### config.mk
export PLATFORM = sky130hd
export DESIGN_NAME = data_memory_v3
export DESIGN_NICKNAME = d
export VERILOG_FILES = /design/src/rtl/data_memory_v3.sv
export SDC_FILE = /design/constraint.sdc
export NUM_CORES = 1
export LEC_CHECK = 0
export ABC_AREA = 1
export BUFFER_PORTS_ARGS = -buffer_cell sky130_fd_sc_hd__clkbuf_2
export CORE_ASPECT_RATIO = 0.75
export CORE_MARGIN = 3
export CORE_UTILIZATION = 54
export CTS_BUF_LIST = sky130_fd_sc_hd__clkbuf_2 sky130_fd_sc_hd__clkbuf_4 sky130_fd_sc_hd__clkbuf_8
export CTS_CLUSTER_SIZE = 28
export DETAILED_ROUTE_END_ITERATION = 6
export GPL_TIMING_DRIVEN = 0
export PLACE_DENSITY = 0.8
export SLEW_MARGIN = 40
export SYNTH_ARGS = -nofsm -noshare
export SYNTH_HDL_FRONTEND = slang
export SYNTH_SLANG_ARGS = --single-unit
### constraint.sdc
create_clock -name i_clk -period 2.57 [get_ports i_clk]
set_input_delay 0.257 -clock i_clk [delete_from_list [all_inputs] [get_ports i_clk]]
set_output_delay 0.257 -clock i_clk [all_outputs]
set_load 0.01 [all_outputs]
### src/rtl/data_memory_v3.sv
// Load/store unit between the pipeline and a word-wide valid/ready data bus:
// decodes access size, lane-aligns stores, and shifts/extends load results.
module data_memory_v3 #(
  parameter int unsigned XLEN    = 32,
  parameter int unsigned TIMEOUT = 255
) (
  input  logic              i_clk,
  input  logic              i_rst,
  input  logic [XLEN-1:0]   i_wr_data,
  input  logic [XLEN-1:0]   i_addr,
  input  logic [2:0]        i_f3,
  input  logic              i_wr_en,
  input  logic              i_rd_en,
  output logic [XLEN-1:0]   o_rd,
  output logic              o_stall,
  output logic              o_ex_ld,
  output logic              o_ex_st,
  output logic              o_ex_bus,
  output logic              o_dm_valid,
  input  logic              i_dm_ready,
  output logic              o_dm_we,
  output logic [XLEN-1:0]   o_dm_addr,
  output logic [XLEN-1:0]   o_dm_wdata,
  output logic [XLEN/8-1:0] o_dm_be,
  input  logic              i_dm_rvalid,
  input  logic [XLEN-1:0]   i_dm_rdata,
  input  logic              i_dm_err
);

  localparam int unsigned NB    = XLEN / 8;
  localparam int unsigned OFF_W = $clog2(NB);
  localparam int unsigned CNT_W = 32;
  localparam bit          IS64  = (XLEN == 64);

  typedef enum logic [1:0] {S_IDLE, S_REQ, S_WAIT, S_DONE} state_t;

  state_t             state;
  logic [CNT_W-1:0]   cnt;
  logic [2:0]         f3_q;
  logic [OFF_W-1:0]   off_q;

  logic [OFF_W-1:0]   off;
  logic [1:0]         sz;
  logic               load_req;
  logic               misalign;
  logic               st_legal;
  logic               ld_legal;
  logic               ex_any;
  logic               go;
  logic               timeout_hit;
  logic [NB-1:0]      size_mask;
  logic [XLEN-1:0]    shifted;
  logic [XLEN-1:0]    ext;

  assign off      = i_addr[OFF_W-1:0];
  assign sz       = i_f3[1:0];
  assign load_req = i_rd_en & ~i_wr_en;

  // Natural alignment: the low log2(size) address bits must be zero.
  always_comb begin
    misalign = 1'b0;
    case (sz)
      2'b01:   misalign = off[0];
      2'b10:   misalign = |off[1:0];
      2'b11:   misalign = |off;
      default: misalign = 1'b0;
    endcase
  end

  assign st_legal = (sz != 2'b11) || IS64;

  always_comb begin
    ld_legal = 1'b0;
    case (i_f3)
      3'b000, 3'b001, 3'b010, 3'b100, 3'b101: ld_legal = 1'b1;
      3'b011, 3'b110:                         ld_legal = IS64;
      default:                                ld_legal = 1'b0;
    endcase
  end

  // A store masks the load entirely, so o_ex_ld only looks at pure loads.
  assign o_ex_st = i_wr_en & (misalign | ~st_legal);
  assign o_ex_ld = load_req & (misalign | ~ld_legal);
  assign ex_any  = o_ex_st | o_ex_ld;
  assign go      = (i_wr_en | i_rd_en) & ~ex_any;

  assign o_stall = ((i_wr_en | i_rd_en) | (state == S_REQ) | (state == S_WAIT))
                   & (state != S_DONE) & ~ex_any;

  always_comb begin
    size_mask = NB'(8'h01);
    case (sz)
      2'b00:   size_mask = NB'(8'h01);
      2'b01:   size_mask = NB'(8'h03);
      2'b10:   size_mask = NB'(8'h0F);
      default: size_mask = NB'(8'hFF);
    endcase
  end

  // Saturating compare so a handshake landing on the last cycle still times out in WAIT.
  assign timeout_hit = (TIMEOUT != 0) && (cnt >= CNT_W'(TIMEOUT - 1));

  assign shifted = i_dm_rdata >> {off_q, 3'b000};

  always_comb begin
    ext = '0;
    case (f3_q)
      3'b000:  ext = XLEN'($signed(shifted[7:0]));
      3'b001:  ext = XLEN'($signed(shifted[15:0]));
      3'b010:  ext = XLEN'($signed(shifted[31:0]));
      3'b011:  ext = shifted;
      3'b100:  ext = XLEN'(shifted[7:0]);
      3'b101:  ext = XLEN'(shifted[15:0]);
      3'b110:  ext = XLEN'(shifted[31:0]);
      default: ext = '0;
    endcase
  end

  // Bus transaction sequencer; every bus-facing output is registered here.
  always_ff @(posedge i_clk) begin
    if (i_rst) begin
      state      <= S_IDLE;
      cnt        <= '0;
      f3_q       <= '0;
      off_q      <= '0;
      o_dm_valid <= 1'b0;
      o_dm_we    <= 1'b0;
      o_dm_addr  <= '0;
      o_dm_wdata <= '0;
      o_dm_be    <= '0;
      o_rd       <= '0;
      o_ex_bus   <= 1'b0;
    end else begin
      case (state)
        S_IDLE: begin
          o_ex_bus <= 1'b0;
          if (go) begin
            state      <= S_REQ;
            cnt        <= '0;
            o_dm_valid <= 1'b1;
            o_dm_we    <= i_wr_en;
            o_dm_addr  <= {i_addr[XLEN-1:OFF_W], OFF_W'(0)};
            o_dm_be    <= size_mask << off;
            o_dm_wdata <= i_wr_data << {off, 3'b000};
            f3_q       <= i_f3;
            off_q      <= off;
          end
        end
        S_REQ: begin
          cnt <= cnt + CNT_W'(1);
          if (i_dm_ready) begin
            o_dm_valid <= 1'b0;
            if (i_dm_rvalid) begin
              state    <= S_DONE;
              o_ex_bus <= i_dm_err;
              o_rd     <= o_dm_we ? '0 : ext;
            end else begin
              state <= S_WAIT;
            end
          end else if (timeout_hit) begin
            o_dm_valid <= 1'b0;
            state      <= S_DONE;
            o_ex_bus   <= 1'b1;
            o_rd       <= '0;
          end
        end
        S_WAIT: begin
          cnt <= cnt + CNT_W'(1);
          if (i_dm_rvalid) begin
            state    <= S_DONE;
            o_ex_bus <= i_dm_err;
            o_rd     <= o_dm_we ? '0 : ext;
          end else if (timeout_hit) begin
            state    <= S_DONE;
            o_ex_bus <= 1'b1;
            o_rd     <= '0;
          end
        end
        S_DONE: begin
          state    <= S_IDLE;
          o_ex_bus <= 1'b0;
        end
        default: state <= S_IDLE;
      endcase
    end
  end

endmodule

Word-level counts from Yosys, hierarchy flattened --
Cells that the tools add are included.
Word-level totals: register bits 140, input port bits 106, output and inout port bits 106, word-level logic and storage cells 97
Operators by class: equal/unequal tests 21, $add $sub $neg 1, shifts and indexed selects 3, bitwise operators 16, magnitude comparators 1, reduce and logical (&&, ||, !) cells 17, multiplexer cells 27
Operators by type and width (number):
- $mux 32 | 6
- $pmux 32 s5 | 1
- $pmux 32 s2 | 2
- $add 32x1->32 const B | 1
- $ge 32x8->1 const B | 1
- $shl 32x5->32 | 1
- $shr 32x5->32 | 1
- $eq 3x3->1 const B | 5
- $eq 3x2->1 const B | 3
- $mux 1 | 9
- $eq 2x2->1 const B | 4
- $mux 2 | 4
- $pmux 2 s4 | 1
- $pmux 4 s2 | 1
- $reduce_or 2->1 | 4
- $and 1x1->1 | 6
- $eq 3x1->1 const B | 2
- $logic_not 3->1 | 2
- $ne 2x2->1 const B | 3
- $ne 3x3->1 const B | 2
- $or 1x1->1 | 6
- $reduce_and 2->1 | 3
- $reduce_bool 2->1 | 3
- $reduce_or 5->1 | 1
- other kinds (8) | 14

Logic depth before layout (Yosys ltp) --
depth after elaboration 11, depth in mapped cells 13, depth with buffers taken out 11

Least setup slack after synthesis --
Ideal clock, no wire load.
kind reg2reg, from reg state[1], to reg cnt[0], arrival 1.726 ns, buffers on the path 2, setup slack 0.728 ns, stages on the path, launching flop included 10, required time 2.454 ns, clock period less this slack 1.842 ns, library setup time 0.116 ns, cell sequence dfxtp_1 > inv_1 > ha_1 > clkbuf_1 > clkinv_1 > nand2_1 > nand2_1 > buf_2 > o21ai_0 > nor2_1
On the way: cells in the longest elaborated chain, start to end 4, elaborated cells on any way between the ends 8, classes of those cells eq/ne: 3; mux: 1; reduce/logical: 4
RTL lines:
- from (decl) | RTL line 37 | state_t state;
- from (signal assigned) | RTL line 122 | state <= S_IDLE;
- from (signal assigned) | RTL line 138 | state <= S_REQ;
- from (signal assigned) | RTL line 154 | state <= S_DONE;
- $eq 2x1->1 or $eq 2x2->1 (tied branches) | RTL line 134 | case (state)
- $reduce_or 2->1 (no source line)
- $reduce_bool 2->1 (no source line)
- $reduce_and 2->1 (no source line)
- to (signal assigned) | RTL line 150 | cnt <= cnt + CNT_W'(1);
- to (signal assigned) | RTL line 168 | cnt <= cnt + CNT_W'(1);
- to (decl) | RTL line 38 | logic [CNT_W-1:0] cnt;
Parallel ways exist; a longest one is shown, timed or not. A chain may end at the register's enable or synchronous reset.

Worst setup path in the final report --
Ends and elaborated chain as after synthesis.

==> reports/summary.log <==
[status] status finished clean
[place] DP HPWL 19.0 mm
[power_and_ir_drop] combinational share of power 34.6%
[synth] count of different cell masters after synthesis 37
[routing] number of search-and-repair iterations in the first detailed-routing pass 7
[die] Die Height 107 um
[hold_path] class of the worst hold path in -> reg
[routing] Wirelength per Cell 15.5 um
[timing] hold slack 0.0222 ns
[routing] remaining antenna violation count after routing 0
[synth] Yosys warnings 0
[timing] setup repair after global routing missed its margin no
[layout] Cell Count, Final, Fillers Out 1612
[timing] shortest clock period the worst path allows after layout 2.33 ns
[clock_tree] clk slew on worst S/H paths 0.10 ns
[flow_run] count of maximum capacitance violations 0
[routing] number of vias in the routed layout 8682
[setup_path] critical path class reg -> reg
[layout] antenna cell count 0
[setup_path] logic depth of the worst register-to-register path 9
[place] post-placement cell count 1561
[synth] mean post-synth cell area 6.26 um2
[timing] relative slew slack 49.8%
[routing] Via-to-Cell Ratio 5.39
[layout] final core occ 70.2%
[grt] global-route wire length before repair 39.8 mm
[setup_path] data required time at the worst endpoint 2.93 ns
[grt] maximum number of pins on one net before global-route repair 19
[routing] final WL 25.0 mm
[timing] Final period util 90.7%
[die] Cell Rows 36
[clock_tree] number of CTS-inserted buffers 17
[die] I/O pin total 212
[timing] hold violation total from the final report 0
[routing] remaining routing DRC violations 0
[layout] layout filler cell count 1217
[place] Post-DP Area 8650 um2
[grt] global-route usage over all layers 32.7%
[synth] EDFF count, synth 0
[layout] number of nets in the layout 1541
[timing] Max Clk Rate 429 MHz
[place] # port buffers 207
[power_and_ir_drop] leakage dissipation 4.14 nW
[grt] residual overflow from global routing 0
[routing] DR iter-0 viols 586
[power_and_ir_drop] sequential power share 37.8%
[die] floorplan die width 141 um
[die] total die area 15200 um2
[setup_path] CP endpoint kind register
[clock_tree] H-tree depth 4
[synth] number of synthesized register bits 140
[grt] number of antenna violations at the first check in global routing 0
[power_and_ir_drop] power per cell area 729 nW/um2
[clock_tree] post-cts repair resize count 0
[place] final weighted congestion in routability-driven placement 0.982
[clock_tree] CTS root buf clkbuf_8
[die] Starting Density 56.1%
[power_and_ir_drop] power spent charging and discharging nets 2.85 mW
[clock_tree] clock network latency to the later pin of the worst-skew pair 0.46 ns
[power_and_ir_drop] Max rail drop VDD 0.511 mV
[timing] Max Transition Viols Final 0
[timing] setup violators final 0
[synth] sequential area share after synthesis 37.9%
[grt] number of global-route vias before repair 7997
[synth] Synth async-reset ratio 0%
[layout] commonest non-fill, non-tap cells in the layout nand2_1, clkbuf_2, a21oi_1, dfxtp_1, nor2_1
[layout] post-route cell area 9270 um2
[setup_path] largest fanout on the critical path 10
[synth] commonest register cell after synthesis dfxtp_1
[power_and_ir_drop] Clock power frac 27.7%
[clock_tree] # clock sinks 140
[setup_path] critical path data arrival time 2.69 ns
[clock_tree] clock buffer depth 2
[power_and_ir_drop] proportion of total power due to net switching 42.1%
[synth] cell count after synthesis 1182
[hold_path] cell depth of the worst hold path 3
[synth] mapped cell area 7400 um2
[power_and_ir_drop] internal power 3.91 mW
[clock_tree] CTS tree done
[timing] transition time of the tightest slew-check pin 0.753 ns
[die] core region area 13200 um2
[setup_path] startpoint kind of the worst setup timing path register
[layout] share of post-route cells with drive strength above 1 19.6%
[timing] setup TNS after final layout 0 ns
[layout] synthesis-to-finish area growth 25.3%
[timing] final setup skew 0.0157 ns
[layout] leading cell type in the layout, fill and taps excluded nand2_1
-- synth_stat cells, drive strengths merged, types with 2 or more instances --
master	count	area share, %
or2	3	0.25
nand3	72	4.9
buf	32	2.4
dfxtp	140	38
xor2	7	0.83
nor3	8	0.61
clkinv	2	0.10
a21oi	147	9.9
xnor2	4	0.47
ha	7	1.2
nand2	413	21
o211ai	15	1.5
clkbuf	34	1.7
inv	80	4.1
nand3b	2	0.20
o21ai	64	4.3
nand4	6	0.71
nor2	140	7.3
-- critical path: stages, from the launching register on --
cell,delay [ns]
dfxtp_1,0.45
inv_1,0.11
ha_1,0.29
clkbuf_1,0.31
clkinv_1,0.36
nand2_1,0.15
nand2_1,0.11
buf_2,0.22
o21ai_0,0.17
nor2_1,0.05
-- what timing repair did --
item                                   CTS  global route
endpoints found under the hold margin   19             0
hold buffers                            19             0
setup buffers                            0             0
-- cells by family (layout without fill, tap and decap cells) --
| family | after synthesis | after routing | synth area share (%) |
|---|---|---|---|
| other cells | 1 | 2 | 0.0507 |
| xor+xnor | 11 | 11 | 1.30 |
| fa+ha+maj | 7 | 7 | 1.18 |
| buf+inv | 148 | 406 | 8.32 |
| simple gates | 645 | 645 | 35.1 |
| compound gates | 230 | 230 | 16.2 |
| flops | 140 | 140 | 37.9 |
-- metal layers --
layer  wire length (um)  track usage, %
met4                529            9.06
met1              11200            44.4
met3               2270            8.84
met5                  0               0
met2              11000            51.5
-- state kept, by name (all words and copies together) (netlist names) --
signal and count:
state 2, o_dm_valid 1, off_q 2, o_dm_wdata 32, o_rd 32, o_ex_bus 1
f3_q 3, o_dm_addr 30, cnt 32, o_dm_be 4, o_dm_we 1
-- stage by stage --
stage               setup WS (ns)  power (mW)
global route               0.0101        7.13
finish                      0.238        6.76
CTS                         0.254        6.73
detailed placement          0.279        4.86
floorplan                   0.728        4.04
global placement            0.308        4.83
-- power groups by stage --
| stage | logic (mW) | registers (mW) | clock network (mW) |
|---|---|---|---|
| final | 2.34 | 2.55 | 1.87 |
| after global routing | 2.58 | 2.58 | 1.96 |
| after CTS | 2.29 | 2.55 | 1.89 |
| after detailed placement | 2.26 | 2.60 | 0 |
| after global placement | 2.24 | 2.59 | 0 |
| after floorplan | 1.36 | 2.67 | 0 |
-- worst paths after layout --
kind	startpoint	endpoint	slack [ns]
setup / recovery	state[1]	cnt[0]	0.24
hold / removal	i_addr[28]	o_dm_addr[28]	0.02
setup reg to reg	state[1]	cnt[0]	0.24
hold reg to reg	o_dm_wdata[31]	o_dm_wdata[31]	0.47
-- area by class of cell --
cell class              instances  area, um2  share of cell area [%]
multi-input cells             895       3980                    43.0
flip-flops and latches        140       2800                    30.2
repair buffers                226       1230                    13.2
inverters                      82        310                    3.35
plain buffers                  66        305                    3.29
clock buffers                  17        234                    2.52
well taps                     171        214                    2.31
clock inverters                15        193                    2.08
No activity file was read; power rests on OpenSTA's default activity.
